`src/rtl/fwd_operand_select_stage.sv`:
```
// N-source operand select stage for the EX forwarding path.
// Registers the chosen operand and flags out-of-range selects.
module fwd_operand_select_stage #(
    parameter int W     = 32,
    parameter int N     = 3,
    parameter int CNT_W = 8,
    localparam int SEL_W = (N > 2) ? $clog2(N) : 1
) (
    input  logic             clk,
    input  logic             rst,
    input  logic             in_valid,
    input  logic             stall,
    input  logic             flush,
    input  logic [SEL_W-1:0] sel,
    input  logic [N*W-1:0]   data_in,
    input  logic             err_clr,
    output logic             out_valid,
    output logic [W-1:0]     data_out,
    output logic             sel_err,
    output logic [CNT_W-1:0] err_count
);

    logic             valid_q, valid_d;
    logic [W-1:0]     data_q, data_d;
    logic             err_q, err_d;
    logic [CNT_W-1:0] cnt_q, cnt_d;
    logic [W-1:0]     mux_val;
    logic             sel_bad;
    logic             log_err;

    // Pick the addressed source; an out-of-range select yields zero
    always_comb begin
        mux_val = '0;
        sel_bad = 1'b1;
        for (int k = 0; k < N; k++) begin
            if (int'(sel) == k) begin
                mux_val = data_in[k*W +: W];
                sel_bad = 1'b0;
            end
        end
    end

    // Only a real capture (not stalled, not flushed) may log an error
    assign log_err = in_valid && sel_bad && !stall && !flush;

    // Next-state: flush beats stall beats capture; error log is separate
    always_comb begin
        valid_d = valid_q;
        data_d  = data_q;
        err_d   = err_q;
        cnt_d   = cnt_q;
        if (flush) begin
            valid_d = 1'b0;
            data_d  = '0;
        end else if (!stall) begin
            valid_d = in_valid;
            data_d  = in_valid ? mux_val : '0;
        end
        if (log_err) begin
            err_d = 1'b1;
            if (err_clr) begin
                cnt_d = CNT_W'(1);
            end else if (cnt_q != '1) begin
                cnt_d = cnt_q + CNT_W'(1);
            end
        end else if (err_clr) begin
            err_d = 1'b0;
            cnt_d = '0;
        end
    end

    // State registers with synchronous reset
    always_ff @(posedge clk) begin
        if (rst) begin
            valid_q <= 1'b0;
            data_q  <= '0;
            err_q   <= 1'b0;
            cnt_q   <= '0;
        end else begin
            valid_q <= valid_d;
            data_q  <= data_d;
            err_q   <= err_d;
            cnt_q   <= cnt_d;
        end
    end

    assign out_valid = valid_q;
    assign data_out  = data_q;
    assign sel_err   = err_q;
    assign err_count = cnt_q;

endmodule

```
`config.mk`:
```
export PLATFORM = sky130hd
export DESIGN_NAME = fwd_operand_select_stage
export DESIGN_NICKNAME = d
export VERILOG_FILES = /design/src/rtl/fwd_operand_select_stage.sv
export SDC_FILE = /design/constraint.sdc
export NUM_CORES = 1
export LEC_CHECK = 0
export CAP_MARGIN = 25
export CORE_MARGIN = 2
export CORE_UTILIZATION = 39
export CTS_BUF_LIST = sky130_fd_sc_hd__clkbuf_16
export CTS_CLUSTER_DIAMETER = 60
export DETAILED_ROUTE_END_ITERATION = 16
export HOLD_SLACK_MARGIN = 0.12
export PLACE_DENSITY = 0.94
export SYNTH_ARGS = -nofsm -noshare
export SYNTH_HDL_FRONTEND = slang
export SYNTH_SLANG_ARGS = --single-unit
export TNS_END_PERCENT = 30
```
`constraint.sdc`:
```
create_clock -name clk -period 4.8 [get_ports clk]
set_input_delay 0.48 -clock clk [delete_from_list [all_inputs] [get_ports clk]]
set_output_delay 0.48 -clock clk [all_outputs]
set_load 0.02 [all_outputs]
```
==> results.cfg <==
[routing]
firstDrtPassIters = 4
viasPerCell = 5.394
wirelength_um = 7135
antenna_left = 0
drc = 0
drt_iter0_drc = 103
vias = 2438
wl_per_cell_um = 15.79

[critical_path]
cp_slowest_cell = clkdlybuf4s50_1
cp_num_cells = 7
startpoint_type = input port
worstPathBufferInverterCount = 3
slowest_delay_ns = 0.75
end_kind = flop
arrival_ns = 2.55
critPathMaxFanout = 32
crit_chain = clkdlybuf4s50_1, buf_4, nor2b_2, buf_4, o2bb2ai_1, a22oi_1, nor2_1
crit_required_ns = 5.01
crit_type = in -> reg
crit_top_cell = buf_4
reg2reg_from = err_count[0]
r2r_cells = 5
crit_start = sel[1]
critPathTopFamily = buffers and inverters

[clocking]
cts_resized = 0
ctsHoldBuffers = 0
clkLatencyLatePin_ns = 0.27
cts_setup_buffers = 0
htreeDepth = 2
clock_sinks = 42
path_clk_slew_ns = 0.06
root_buffer = clkbuf_16
cts_tree = built
cts_made_buffers = 5
clock_path_buffers = 2

[synthesis]
ys_top_cells_by_count = dfxtp_1, nor2_1, a22oi_1, mux2i_1, o2bb2ai_1
synth_edf_count = 0
synth.most_common_cell = dfxtp_1
synth_top_area_frac = 0.3756
synth-async-reset-ratio = 0
synth_ff_type = dfxtp_1
syn_area_mm2 = 0.002238
synth_top_area_cell = dfxtp_1
syn_avg_cell_area_um2 = 9.026
netlist_top_cells_area = dfxtp_1, mux2i_1, o2bb2ai_1, a22oi_1, nor2_1
ys_seq_elements = 42
ys_types = 32
syn-instance-count = 248
ys_warn_count = 0
synth.yosys.seq_area_share = 0.3756
synth_fp_nets = 353

[floorplanning]
die_w_um = 79.76
boundaryPins = 146
initial_utilization = 0.4040
die_height_um = 79.76
core_mm2 = 0.005540
num_rows = 27
fp.dieArea_mm2 = 0.006362

[power]
p_clk_frac = 0.405
p_int_uw = 713.1
p_sw_frac = 0.2205
p_leak_uw = 0.001419
vdd_drop_max_v = 0.0001781
power_density_mw_per_mm2 = 235.6
switchingPower_uw = 201.7
seqPwrFrac = 0.390
p_total_uw = 914.9
pwr-share-comb = 0.205

[timing]
finalHoldViolCount = 0
fin_ws_ns = 2.463
rsz0062_at_grt = no
fin_skew_ns = 0.001246
finalMaxSlewViolations = 0
max_clock_freq_mhz = 427.9
setup_violations = 0
min_period_ns = 2.337
fin_crit_sh = 0.4868
tns_ns = 0
relSlewSlack = 0.3295
tightest_slew_ns = 1.006

[global_routing]
grt_pass1_wl_um = 11180
grt_pass1_vias = 2425
antenna_found_initial = 0
track_usage = 0.2208
grt_max_degree = 35
grt-ovfl-total = 0

[final_layout]
antenna_cells = 0
final_util = 0.7010
fin_nets = 484
area_growth_pct = 73.50
drive_gt1_frac = 0.05263

[min_path]
holdCritPathClass = reg -> reg
hp-start = sel_err
min_path_cells = 2

[place]
dp_worst_setup_slack_ns = 2.154
io_buffers = 145
dpl.hpwl_um = 5379
gp_congestion = 0.9104

[status]
status = complete, no violations

[flow_run]
drv_cap = 0
per-layer routing:
layer  global-route usage  vias up  part of all wire
met5                    0        -                 0
met4              0.03390        0            0.0060
met3              0.06787        4             0.077
met2               0.4151      101              0.52
met1               0.2477     1131              0.40
li1                     -     1202                 -
sequential cells by signal, indices dropped and copies added (netlist names):
register / flops
data_out: 32
err_count: 8
out_valid: 1
sel_err: 1
stage by stage:
step	instances	hold WS, ns	instance area (um2)
finish	452	0.4750	3884
CTS	452	0.4771	3884
global placement	443	0.4637	3691
global route	452	0.4952	3884
floorplan	248	0.5408	2238
detailed placement	444	0.4715	3719
cells in the final DEF (no fill, tap or decap), types with 3 or more instances in the layout:
cell type	Yosys	routed
inv_1	3	3
a22oi_1	32	32
o21ai_0	3	3
mux2i_1	32	32
o2bb2ai_1	32	32
clkdlybuf4s50_1	0	144
dfxtp_1	42	42
a21oi_1	8	8
nor2_1	35	35
and3_1	6	6
clkbuf_16	0	5
buf_4	0	3
nand3_1	4	4
final timing paths:
kind	endpoint	slack, ns
setup / recovery	data_out[22]	2.46
hold / removal	sel_err	0.47
setup reg to reg	err_count[5]	3.00
hold reg to reg	sel_err	0.47
power by group through the flow:
stage | Clock (uW) | Sequential [uW] | Combinational (uW)
final | 371 | 357 | 188
after global routing | 397 | 357 | 201
after CTS | 378 | 357 | 189
after detailed placement | 0 | 364 | 188
after global placement | 0 | 364 | 181
after floorplan | 0 | 370 | 71.6
cells by family (layout without fill, tap and decap cells):
group | after synthesis | count (layout) | synth area share
DFF | 42 | 42 | 0.3756
muxes | 32 | 32 | 0.1431
and+or+nand+nor | 61 | 61 | 0.1325
adders and majority gates | 1 | 1 | 0.005589
AOI/OAI and AO/OA | 84 | 84 | 0.2884
buffers and inverters | 28 | 160 | 0.05478
final cells by class:
type                       count  area, um2
sequential                    42      840.8
timing repair buffer         149       1496
clock buffer                   5      125.1
clock inverter                 3      40.04
fill                         472       1657
tap                           72      90.09
inverter                       3      11.26
multi-input combinational    178       1280
worst register-to-register path, stage by stage (launching register included):
cell and delay [ns]:
dfxtp_1 0.35, ha_1 0.26, and3_1 0.25, and3_1 0.26
or4_1 0.48, a21oi_1 0.15
(Power assumes the default switching activity.)
